===== config.mk =====
export PLATFORM = sky130hd
export DESIGN_NAME = vc_arbiter_flat
export DESIGN_NICKNAME = d
export VERILOG_FILES = /design/src/rtl/vc_arbiter_if.sv /design/src/rtl/vc_arbiter.sv /design/src/flat_wrapper.sv
export SDC_FILE = /design/constraint.sdc
export NUM_CORES = 1
export LEC_CHECK = 0
export ABC_AREA = 1
export CAP_MARGIN = 20
export CELL_PAD_IN_SITES_DETAIL_PLACEMENT = 1
export CELL_PAD_IN_SITES_GLOBAL_PLACEMENT = 1
export CORE_ASPECT_RATIO = 0.75
export CORE_MARGIN = 2
export CORE_UTILIZATION = 36
export CTS_BUF_LIST = sky130_fd_sc_hd__clkbuf_8
export DETAILED_ROUTE_END_ITERATION = 6
export PLACE_DENSITY_LB_ADDON = 0.1
export SETUP_SLACK_MARGIN = 0.3
export SYNTH_ARGS = -nofsm -noshare
export SYNTH_HDL_FRONTEND = slang
export SYNTH_SLANG_ARGS = --single-unit
export TNS_END_PERCENT = 10

===== constraint.sdc =====
create_clock -name clk -period 1.4 [get_ports clk]
set_clock_uncertainty 0.05 [all_clocks]
set_input_delay 0.14 -clock clk [delete_from_list [all_inputs] [get_ports clk]]
set_output_delay 0.14 -clock clk [all_outputs]
set_load 0.01 [all_outputs]

===== src/rtl/vc_arbiter_if.sv =====
// Signal bundle between the two VC FIFO heads, the arbiter and the shared destination.
interface vc_arbiter_if #(
    parameter int BITNUMBER = 5
);
    logic                 vc0_empty;
    logic                 vc1_empty;
    logic [BITNUMBER-1:0] data_in0;
    logic [BITNUMBER-1:0] data_in1;
    logic                 dest_pause;
    logic                 pop_vc0;
    logic                 pop_vc1;
    logic [BITNUMBER-1:0] data_out_dest;
    logic                 valid_out_dest;
    logic                 grant_vc1;
    logic                 idle_out;

    // Environment side: FIFOs and destination
    modport master (
        output vc0_empty, vc1_empty, data_in0, data_in1, dest_pause,
        input  pop_vc0, pop_vc1, data_out_dest, valid_out_dest, grant_vc1, idle_out
    );

    // Arbiter side
    modport slave (
        input  vc0_empty, vc1_empty, data_in0, data_in1, dest_pause,
        output pop_vc0, pop_vc1, data_out_dest, valid_out_dest, grant_vc1, idle_out
    );
endinterface


===== src/rtl/vc_arbiter.sv =====
// Two-VC weighted round-robin scheduler: combinational FIFO pops, registered destination outputs.
// Define VC0_STRICT_PRIORITY_EN to replace the weighting with fixed VC0 priority.
module vc_arbiter #(
    parameter int BITNUMBER = 5,
    parameter int WEIGHT0   = 2,
    parameter int WEIGHT1   = 1
) (
    input  logic        clk,
    input  logic        reset,
    vc_arbiter_if.slave bus
);
    typedef enum logic [1:0] {
        ST_RESET  = 2'd0,
        ST_INIT   = 2'd1,
        ST_IDLE   = 2'd2,
        ST_ACTIVE = 2'd3
    } state_t;

    state_t               state_r;
    state_t               state_nxt_s;
    logic                 sel_vc1_s;
    logic                 grant_ok_s;
    logic                 pop0_s;
    logic                 pop1_s;
    logic                 any_pop_s;
    logic                 both_empty_s;
    logic [BITNUMBER-1:0] data_r;
    logic                 valid_r;
    logic                 grant_vc1_r;
    logic                 idle_r;

    assign both_empty_s = bus.vc0_empty & bus.vc1_empty;
    // Eligibility uses the live empty flags, so a head emptying this cycle is never popped
    assign grant_ok_s   = (state_r == ST_ACTIVE) & ~bus.dest_pause;
    assign pop0_s       = grant_ok_s & ~sel_vc1_s & ~bus.vc0_empty;
    assign pop1_s       = grant_ok_s &  sel_vc1_s & ~bus.vc1_empty;
    assign any_pop_s    = pop0_s | pop1_s;

`ifdef VC0_STRICT_PRIORITY_EN
    assign sel_vc1_s = bus.vc0_empty;
`else
    localparam logic [3:0] W0_C = 4'(WEIGHT0);
    localparam logic [3:0] W1_C = 4'(WEIGHT1);

    logic [3:0] cnt0_r;
    logic [3:0] cnt1_r;
    logic [3:0] cnt0_nxt_s;
    logic [3:0] cnt1_nxt_s;
    logic       owner_r;
    logic       owner_nxt_s;

    // Weighted choice; owner_r = 1 means VC1 holds the grant under contention
    always_comb begin
        sel_vc1_s   = 1'b0;
        cnt0_nxt_s  = cnt0_r;
        cnt1_nxt_s  = cnt1_r;
        owner_nxt_s = owner_r;
        if (!bus.vc0_empty && !bus.vc1_empty) begin
            sel_vc1_s = owner_r;
            if (owner_r) begin
                if (cnt1_r > 4'd1) begin
                    cnt1_nxt_s = cnt1_r - 4'd1;
                end else begin
                    cnt1_nxt_s  = W1_C;
                    owner_nxt_s = 1'b0;
                end
            end else begin
                if (cnt0_r > 4'd1) begin
                    cnt0_nxt_s = cnt0_r - 4'd1;
                end else begin
                    cnt0_nxt_s  = W0_C;
                    owner_nxt_s = 1'b1;
                end
            end
        end else if (!bus.vc1_empty) begin
            sel_vc1_s  = 1'b1;
            cnt0_nxt_s = W0_C;
        end else begin
            sel_vc1_s  = 1'b0;
            cnt1_nxt_s = W1_C;
        end
    end

    // Weight counters and owner: loaded in INIT, advanced only on a real pop
    always_ff @(posedge clk or negedge reset) begin
        if (!reset) begin
            cnt0_r  <= 4'd0;
            cnt1_r  <= 4'd0;
            owner_r <= 1'b0;
        end else if (state_r == ST_INIT) begin
            cnt0_r  <= W0_C;
            cnt1_r  <= W1_C;
            owner_r <= 1'b0;
        end else if (any_pop_s) begin
            cnt0_r  <= cnt0_nxt_s;
            cnt1_r  <= cnt1_nxt_s;
            owner_r <= owner_nxt_s;
        end else begin
            cnt0_r  <= cnt0_r;
            cnt1_r  <= cnt1_r;
            owner_r <= owner_r;
        end
    end
`endif

    // Next-state logic
    always_comb begin
        state_nxt_s = state_r;
        case (state_r)
            ST_RESET:  state_nxt_s = ST_INIT;
            ST_INIT:   state_nxt_s = both_empty_s ? ST_IDLE : ST_ACTIVE;
            ST_IDLE:   state_nxt_s = both_empty_s ? ST_IDLE : ST_ACTIVE;
            ST_ACTIVE: state_nxt_s = (both_empty_s && !any_pop_s) ? ST_IDLE : ST_ACTIVE;
            default:   state_nxt_s = ST_RESET;
        endcase
    end

    // State register
    always_ff @(posedge clk or negedge reset) begin
        if (!reset) begin
            state_r <= ST_RESET;
        end else begin
            state_r <= state_nxt_s;
        end
    end

    // Destination outputs: one-cycle latency behind the pop
    always_ff @(posedge clk or negedge reset) begin
        if (!reset) begin
            data_r      <= {BITNUMBER{1'b0}};
            valid_r     <= 1'b0;
            grant_vc1_r <= 1'b0;
            idle_r      <= 1'b0;
        end else begin
            valid_r <= any_pop_s;
            idle_r  <= (state_nxt_s == ST_IDLE);
            if (any_pop_s) begin
                data_r      <= sel_vc1_s ? bus.data_in1 : bus.data_in0;
                grant_vc1_r <= pop1_s;
            end else begin
                data_r      <= data_r;
                grant_vc1_r <= grant_vc1_r;
            end
        end
    end

    assign bus.pop_vc0        = pop0_s;
    assign bus.pop_vc1        = pop1_s;
    assign bus.data_out_dest  = data_r;
    assign bus.valid_out_dest = valid_r;
    assign bus.grant_vc1      = grant_vc1_r;
    assign bus.idle_out       = idle_r;
endmodule


===== src/flat_wrapper.sv =====
// flat-port wrapper written by rule: the top's interface ports become plain ports
module vc_arbiter_flat 
#(
    parameter int BITNUMBER = 5,
    parameter int WEIGHT0   = 2,
    parameter int WEIGHT1   = 1
)
  (clk, reset, bus_vc0_empty, bus_vc1_empty, bus_data_in0, bus_data_in1, bus_dest_pause, bus_pop_vc0, bus_pop_vc1, bus_data_out_dest, bus_valid_out_dest, bus_grant_vc1, bus_idle_out);
  vc_arbiter_if #(.BITNUMBER(BITNUMBER)) bus_i ();
  input  logic clk;
  input  logic reset;
  input wire logic [$bits(bus_i.vc0_empty)-1:0] bus_vc0_empty;
  input wire logic [$bits(bus_i.vc1_empty)-1:0] bus_vc1_empty;
  input wire logic [$bits(bus_i.data_in0)-1:0] bus_data_in0;
  input wire logic [$bits(bus_i.data_in1)-1:0] bus_data_in1;
  input wire logic [$bits(bus_i.dest_pause)-1:0] bus_dest_pause;
  output wire logic [$bits(bus_i.pop_vc0)-1:0] bus_pop_vc0;
  output wire logic [$bits(bus_i.pop_vc1)-1:0] bus_pop_vc1;
  output wire logic [$bits(bus_i.data_out_dest)-1:0] bus_data_out_dest;
  output wire logic [$bits(bus_i.valid_out_dest)-1:0] bus_valid_out_dest;
  output wire logic [$bits(bus_i.grant_vc1)-1:0] bus_grant_vc1;
  output wire logic [$bits(bus_i.idle_out)-1:0] bus_idle_out;
  assign bus_i.vc0_empty = bus_vc0_empty;
  assign bus_i.vc1_empty = bus_vc1_empty;
  assign bus_i.data_in0 = bus_data_in0;
  assign bus_i.data_in1 = bus_data_in1;
  assign bus_i.dest_pause = bus_dest_pause;
  assign bus_pop_vc0 = bus_i.pop_vc0;
  assign bus_pop_vc1 = bus_i.pop_vc1;
  assign bus_data_out_dest = bus_i.data_out_dest;
  assign bus_valid_out_dest = bus_i.valid_out_dest;
  assign bus_grant_vc1 = bus_i.grant_vc1;
  assign bus_idle_out = bus_i.idle_out;
  vc_arbiter #(.BITNUMBER(BITNUMBER), .WEIGHT0(WEIGHT0), .WEIGHT1(WEIGHT1)) u_core (.clk(clk), .reset(reset), .bus(bus_i));
endmodule

[Word level (Yosys, flattened, before mapping)]
Index checks and enable logic that the tools add are counted.
Widths: inputs -> output; s select.
Cells by class
  add/sub/neg operators: 2
  order comparisons: 2
  eq/ne operators: 7
  muxes and demuxes: 24
  bitwise operators: 11
  reductions and logical operators: 13
Operators with widths (count)
  $mux 4: 12
  $mux 1: 10
  $gt 4x1->1 const B: 2
  $sub 4x1->4 const B: 2
  $and 1x1->1: 6
  $eq 2x2->1 const B: 3
  $pmux 2 s3: 1
  $reduce_and 3->1: 2
  $mux 5: 1
  $not 1->1: 4
  $reduce_bool 2->1: 2
  $logic_not 1->1: 3
  $ne 3x1->1 const B: 1
  $ne 3x2->1 const B: 1
  $ne 3x3->1 const B: 1
  $reduce_bool 3->1: 1
  $eq 2x1->1 const B: 1
  $logic_and 1x1->1: 2
  $logic_not 2->1: 1
  $reduce_and 2->1: 1
  $reduce_or 2->1: 1
  $or 1x1->1: 1
Storage, ports and cells
  register bits after elaboration: 19
  output and inout port bits: 10

[Longest topological paths before layout]
Gate-level depths: netlist of run 1.
  depth after elaboration: 12
  mapped depth: 8
  depth with buffers taken out: 8

[Least setup slack after synthesis of run 1]
Ideal clock, no wire load.
  kind: reg2reg
  from: register u_core.cnt0_r[0]
  to: register u_core.cnt0_r[1]
  setup time: 0.125 ns
  data arrival time: 1.102 ns
  slack: 0.123 ns
  cell stages (with the launch flop): 7
  cells stage by stage: dfrtp_1 -> inv_1 -> ha_1 -> o21ai_0 -> nand2_1 -> nor2_1 -> a21oi_1
Between the ends
  word-level cells in the longest chain between the ends: 6
  elaborated cells on any way between the ends: 7
  classes of those cells: 1 x add/sub; 1 x order compare; 5 x mux
Ends and longest elaborated chain
  start: declaration: line vc_arbiter.sv:45  | logic [3:0] cnt0_r;
  start signal: assignment: line vc_arbiter.sv:95  | cnt0_r <= cnt0_nxt_s;
  start signal: assignment: line vc_arbiter.sv:99  | cnt0_r <= cnt0_r;
  $sub 4x1->4 or $gt 4x1->1 (tied branches): line vc_arbiter.sv:69, vc_arbiter.sv:68
  $mux 4 *: line vc_arbiter.sv:68  | if (cnt0_r > 4'd1) begin
  $mux 4 *: line vc_arbiter.sv:60  | if (owner_r) begin
  $mux 4 *: line vc_arbiter.sv:58  | if (!bus.vc0_empty && !bus.vc1_empty) begin
  $mux 4 *: line vc_arbiter.sv:94  | end else if (any_pop_s) begin
  $mux 4 *: line vc_arbiter.sv:90  | end else if (state_r == ST_INIT) begin
Every way passes the cells marked *; elsewhere a longest branch is shown, timed or not. The select of a mux whose other input is x is not followed.
A chain may end at the register's enable or synchronous reset.

[Final worst setup path of run 1]
  from: register u_core.state_r[1]
  to: register u_core.cnt1_r[0]
Between the ends
  word-level cells in the longest chain between the ends: 7
  elaborated cells on any way between the ends: 13
  classes of those cells: 3 x eq/ne; 1 x mux; 6 x bitwise; 3 x reduce/logical
Ends and longest elaborated chain
  start: declaration: line vc_arbiter.sv:19  | state_t state_r;
  start signal: assignment: line vc_arbiter.sv:123  | state_r <= state_nxt_s;
  $eq 2x2->1: line vc_arbiter.sv:34  | assign grant_ok_s = (state_r == ST_ACTIVE) & ~bus.dest_pause;
  $and 1x1->1: line vc_arbiter.sv:34
  $and 1x1->1, on equally long branches (2 in a row): line vc_arbiter.sv:35, vc_arbiter.sv:36
  $or 1x1->1: line vc_arbiter.sv:37  | assign any_pop_s = pop0_s | pop1_s;
  $reduce_bool 2->1 (no line)
  $reduce_and 3->1 (no line)
  end signal: assignment: line vc_arbiter.sv:96  | cnt1_r <= cnt1_nxt_s;
  end signal: assignment: line vc_arbiter.sv:100  | cnt1_r <= cnt1_r;
  end: declaration: line vc_arbiter.sv:46  | logic [3:0] cnt1_r;
Several ways; a longest one is shown, not always the timed one.

==> results of run 1 <==
[flip-flops by register name, summed over array words and instances (netlist names)]
name                       flops
u_core.bus.valid_out_dest      1
u_core.bus.data_out_dest       5
u_core.state_r                 2
u_core.cnt0_r                  4
u_core.bus.idle_out            1
u_core.cnt1_r                  4
u_core.owner_r                 1
u_core.bus.grant_vc1           1
[cell type report]
| type | instances | area share [%] |
|---|---|---|
| Clock buffer | 3 | 2.60 |
| Clock inverter | 1 | 0.315 |
| Inverter | 18 | 4.49 |
| Multi-Input combinational cell | 89 | 38.1 |
| Sequential cell | 19 | 30.0 |
| Tap cell | 36 | 2.84 |
| Timing Repair Buffer | 40 | 21.6 |
[routing by layer]
layer	track usage [%]	up-vias	wire, um	share of wire, %
met4	3.82	0	54	1.6
met3	4.79	8	118	3.4
met2	39.6	23	1850	53
li1	-	486	-	-
met1	28.9	501	1460	42
met5	0	-	0	0
[through the flow]
stage          util, %  cells  setup slack, ns  instance area [um^2]  TNS (ns)
6_report          59.6    206          -0.0303                  1590   -0.0907
5_1_grt           59.6    206           -0.104                  1590     -1.10
4_1_cts           58.7    205          -0.0292                  1560   -0.0595
3_5_place_dp      52.3    197           -0.342                  1390     -2.10
3_3_place_gp      52.3    197           -0.297                  1390     -1.54
2_1_floorplan        -    127            0.166                  1040         0
[kinds of logic after synthesis]
logic type               count (synthesis)
AO/OA/AOI/OAI                           17
XOR/XNOR                                 2
adder cells (fa/ha/maj)                  7
buffers and inverters                   19
flip-flops                              19
AND/OR/NAND/NOR                         63
[worst reg2reg max path, stage by stage, from the launching register on]
cell and delay, ns:
dfrtp_1 0.41, ha_4 0.18, nand2_4 0.07, buf_6 0.13, nor2_4 0.11, nand2_2 0.08, nand2_4 0.11, nand2_4 0.07
nand2_2 0.08, nand2_2 0.05
[path summary, 6_finish.rpt]
| check | cells after the start | to | slack (ns) |
|---|---|---|---|
| worst max-delay path | 9 | u_core.cnt1_r[0] | -0.03 |
| worst min-delay path | 2 | u_core.state_r[0] | 0.20 |
| worst max register to register | 9 | u_core.cnt1_r[0] | -0.03 |
| worst min register to register | 2 | u_core.bus.data_out_dest[1] | 0.50 |
| max in group asynchronous | 2 | u_core.cnt0_r[0] | 0.87 |
| min in group clk | 3 | u_core.bus.data_out_dest[2] | 0.39 |
[report_power, final]
part | switching, uW | internal [uW]
combinational | 353 | 305
sequential | 104 | 668
clock | 202 | 199
total | 659 | 1170
[layout by cell type (no fill, tap or decap), types with 2 or more instances in the layout]
master           instances
o21ai_1                  2
clkbuf_2                 3
nand2_2                  4
nor2_2                   5
inv_2                    6
buf_2                    5
ha_1                     4
clkbuf_8                 3
clkdlybuf4s50_1         14
a21oi_1                  3
dfrtp_1                 18
nand2_1                 28
a31oi_1                  5
ha_4                     3
nand2_4                  4
o21ai_2                  4
buf_6                    6
clkdlybuf4s15_1          2
buf_4                   10
nand3_1                  5
inv_1                   11
nor2_1                   9
[repair_timing]
| item | in CTS | in global routing |
|---|---|---|
| buffers inserted | 4 | 1 |
| pin swaps | 18 | 10 |
| endpoints found under the hold margin | 0 | 0 |
| endpoints found under the setup margin | 28 | 27 |
| gates resized for setup | 50 | 22 |
==> results_dict.tcl, run 1 <==
set metrics [dict create \
    outcome "finished, violations left" \
    violations "negative setup slack" \
    ctsHoldBuffers 0 \
    numPortBuffers 24 \
    drt_iter0_markers 56 \
    viasPerCell 4.94 \
    row_count 16 \
    yosys.cell_types.count 22 \
    worstMarginPinSlew_ns 0.273 \
    ys_warn_count 0 \
    maxCapViolCount 0 \
    syn_nets 149 \
    grt_pass1_vias 1153 \
    synth_common_cells "34 x nand2_1, 19 x dfrtp_1, 14 x inv_1, 14 x nor2_1, 7 x ha_1" \
    top_level_ports 25 \
    path_cells "ha_4, nand2_4, buf_6, nor2_4, nand2_2, nand2_4, nand2_4, nand2_2, nand2_2" \
    multi_input_area_um2 606 \
    cts_sinks 19 \
    power.leakage_uw 0.000788 \
    holdCritPathClass "in -> async" \
    cts_tree "built" \
    drt_wl_total_um 3480 \
    grt_pass1_wl_um 5520 \
    area_growth_pct 55.5 \
    drive_above_1_share_pct 37.1 \
    regToRegStartpoint "u_core.state_r[1]" \
    setup_ws_ns -0.0303 \
    grt_setup_unrepaired "yes" \
    syn_area_per_cell_um2 8.04 \
    antenna_found_initial 0 \
    ir_drop_mv 0.545 \
    htreeDepth 1 \
    synth_top_family_by_area "simple AND/OR/NAND/NOR gates" \
    fp.dieH_um 50.1 \
    grt.overflow.total 0 \
    nets 193 \
    synth-compound-area-share_pct 9.56 \
    regArea_um2 477 \
    finalHoldViolations 0 \
    start_kind "register" \
    crit_start "u_core.state_r[1]" \
    fill_cells 316 \
    power_uw 1830 \
    synth_top_flop_cell "dfrtp_1" \
    seq_area_frac_synth_pct 46.6 \
    synth_top_cell_by_area "dfrtp_1" \
    clock-root-buffer "clkbuf_8" \
    dr_total_vias 1018 \
    crit_family "simple AND/OR/NAND/NOR gates" \
    core_um2 2660 \
    synth_top_cell_area_share_pct 46.6 \
    fmax_mhz 699 \
    finalMaxSlewViolations 0 \
    synth_xor_area_share_pct 1.72 \
    hold_slack_ns 0.198 \
    postSynth.asyncResetShare_pct 100 \
    synthCells 127 \
    avgRoutedWirePerCell_um 16.9 \
    finalSetupViolCount 5 \
    critPathCaptureType "register" \
    worstPathArrival_ns 1.54 \
    path_clk_slew_ns 0.08 \
    place.gp.congestion 0.732 \
    synth.most_common_cell "nand2_1" \
    clock_latency_ns 0.26 \
    synth.area.top_cells "dfrtp_1 47%, nand2_1 13%, ha_1 8.6%" \
    post-route-period-util_pct 102 \
    n_antenna_cell 0 \
    min_period_ns 1.43 \
    numCtsBuffers 3 \
    slowest_delay_ns 0.41 \
    track_usage_pct 22.6 \
    drc_errors 0 \
    die-area_um2 3280 \
    synth_area_um2 1020 \
    cp_num_buf_inv 1 \
    first_pass_iters 4 \
    required_ns 1.51 \
    cellPowerDensity_nw_per_um2 1150 \
    start_util_pct 38.3 \
    cp_slowest_cell "dfrtp_1" \
    grt_max_degree 20 \
    cp_max_fo 6 \
    synthAdderAreaFrac_pct 8.58 \
    timing.slew.headroom_pct 81.6 \
    synthMuxAreaShare_pct 0 \
    drtAntennaViolNets 0 \
    synth_simple_gate_area_share_pct 25.9 \
    dpl.hpwl_um 2220 \
    ys_ff_latch 19 \
    ctsLongestPathBuffers 2 \
    dieWidth_um 65.5 \
    critical_path_class "reg -> reg" \
    synth_edf_count 0 \
]
Note: power is estimated with default switching activity, not from simulation.
==> inputs of run 2 (changes only) <==
CORE_MARGIN = unset   (was 2)
==> results_dict.tcl, run 2 (synthesized netlist as in run 1, its figures left out) <==
set metrics [dict create \
    outcome "finished, violations left" \
    violations "negative setup slack" \
    numPortBuffers 24 \
    nets 191 \
    grt_setup_unrepaired "yes" \
    drt_iter0_markers 35 \
    rrSetupSlack_ns -0.007 \
    fp.dieH_um 48.1 \
    grt_max_degree 20 \
    core_um2 2640 \
    finalHoldViolations 0 \
    worstMarginPinSlew_ns 0.314 \
    area_growth_pct 52.2 \
    power.leakage_uw 0.000765 \
    power_uw 1820 \
    row_count 16 \
    dieWidth_um 63.5 \
    grt_pass1_wl_um 4520 \
    final_cell_mix "27 x nand2_1, 19 x dfrtp_1, 14 x inv_1, 14 x clkdlybuf4s50_1, 12 x buf_4" \
    largest_reg_flops 5 \
    regToRegStartpoint "u_core.state_r[0]" \
    ff2ff_path_depth 7 \
    post-route-period-util_pct 100 \
    critical_path_class "reg -> reg" \
    viasPerCell 4.90 \
    timing.slew.headroom_pct 78.9 \
    dp_cells 199 \
    clock-root-buffer "clkbuf_8" \
    grt_pass1_vias 1020 \
    finalMaxSlewViolations 0 \
    cts_sinks 19 \
    start_kind "register" \
    top_level_ports 25 \
    fill_cells 326 \
    cellPowerDensity_nw_per_um2 1170 \
    start_util_pct 38.6 \
    grt.overflow.total 0 \
    track_usage_pct 19.6 \
    critPathCaptureType "register" \
    dpl.hpwl_um 2090 \
    drive_above_1_share_pct 31.5 \
    reg2reg_to "u_core.cnt1_r[0]" \
    required_ns 1.51 \
    min_period_ns 1.41 \
    place.gp.congestion 0.734 \
    cp_max_fo 4 \
    n_antenna_cell 0 \
    fmax_mhz 711 \
    fin_tns_setup_ns -0.00678 \
    ctsHoldBuffers 0 \
    drt_wl_total_um 2940 \
    path_clk_slew_ns 0.08 \
    antenna_found_initial 0 \
    htreeDepth 1 \
    fin_util_pct 58.8 \
    drc_errors 0 \
    numCtsBuffers 3 \
    holdCritPathClass "in -> async" \
    dr_total_vias 999 \
    finalSetupViolCount 1 \
    clock_latency_ns 0.27 \
    setup_ws_ns -0.00678 \
    ir_drop_mv 0.550 \
    avgRoutedWirePerCell_um 14.4 \
    die-area_um2 3060 \
    cts_tree "built" \
    drtAntennaViolNets 0 \
    stdcell_count 204 \
    first_pass_iters 4 \
    final_common_cell "nand2_1" \
    ctsLongestPathBuffers 2 \
    worstPathArrival_ns 1.51 \
    maxCapViolCount 0 \
]
-- run 2: worst max path at each step --
stage | depth (start not counted) | slack [ns] | startpoint | end
2_1_floorplan | 8 | 0.17 | u_core.state_r[0] | u_core.cnt0_r[2]
3_3_place_gp | 5 | -0.27 | bus_vc0_empty | bus_pop_vc0
3_5_place_dp | 5 | -0.32 | bus_vc0_empty | bus_pop_vc0
4_1_cts | 7 | -0.008 | u_core.state_r[0] | u_core.cnt1_r[0]
5_1_grt | 7 | -0.05 | u_core.state_r[0] | u_core.cnt1_r[0]
6_report | 7 | -0.007 | u_core.state_r[0] | u_core.cnt1_r[0]
-- run 2: layout make-up --
class | instances | area, um^2 | share of cell area, %
repair buffers | 38 | 328 | 21.1
flip-flops and latches | 19 | 475 | 30.6
clock inverters | 1 | 3.75 | 0.242
multi-input cells | 89 | 589 | 37.9
clock buffers | 3 | 41.3 | 2.66
inverters | 18 | 71.3 | 4.59
well taps | 36 | 45.0 | 2.90
-- run 2: critical path, stage by stage (launching register included) --
cell,delay [ns]
dfrtp_1,0.42
buf_6,0.14
ha_4,0.17
nor3_4,0.16
and2_4,0.20
nand2_2,0.06
nand2_2,0.05
nand2_1,0.05
-- run 2: where the power goes --
group	total [uW]	leakage (uW)	internal [uW]	switching (uW)
sequential	765	0.000226	665	99.8
combinational	658	0.000512	317	341
clock	395	0.0000269	196	200
total	1820	0.000765	1180	640
-- run 2: what timing repair did --
item                       4_1_cts  5_1_grt
setup endpoints to repair       28       24
gates resized for setup         37       18
pin swaps                       13        9
setup buffers                    0        1
-- run 2: per-layer routing --
metal | up-vias | GRT usage, % | part of all wire [%]
li1 | 482 | - | -
met1 | 497 | 21.8 | 43
met2 | 16 | 39.1 | 53
met3 | 4 | 5.37 | 3.5
met4 | 0 | 4.09 | 1.2
met5 | - | 0 | 0
-- run 2: per-stage QoR --
step,instance area [um^2],hold WS (ns),worst slack [ns]
after floorplan,1040,-0.206,0.166
after global placement,1410,0.436,-0.275
after detailed placement,1410,0.449,-0.319
after CTS,1500,0.166,-0.00771
after global routing,1550,0.189,-0.0532
final,1550,0.152,-0.00678
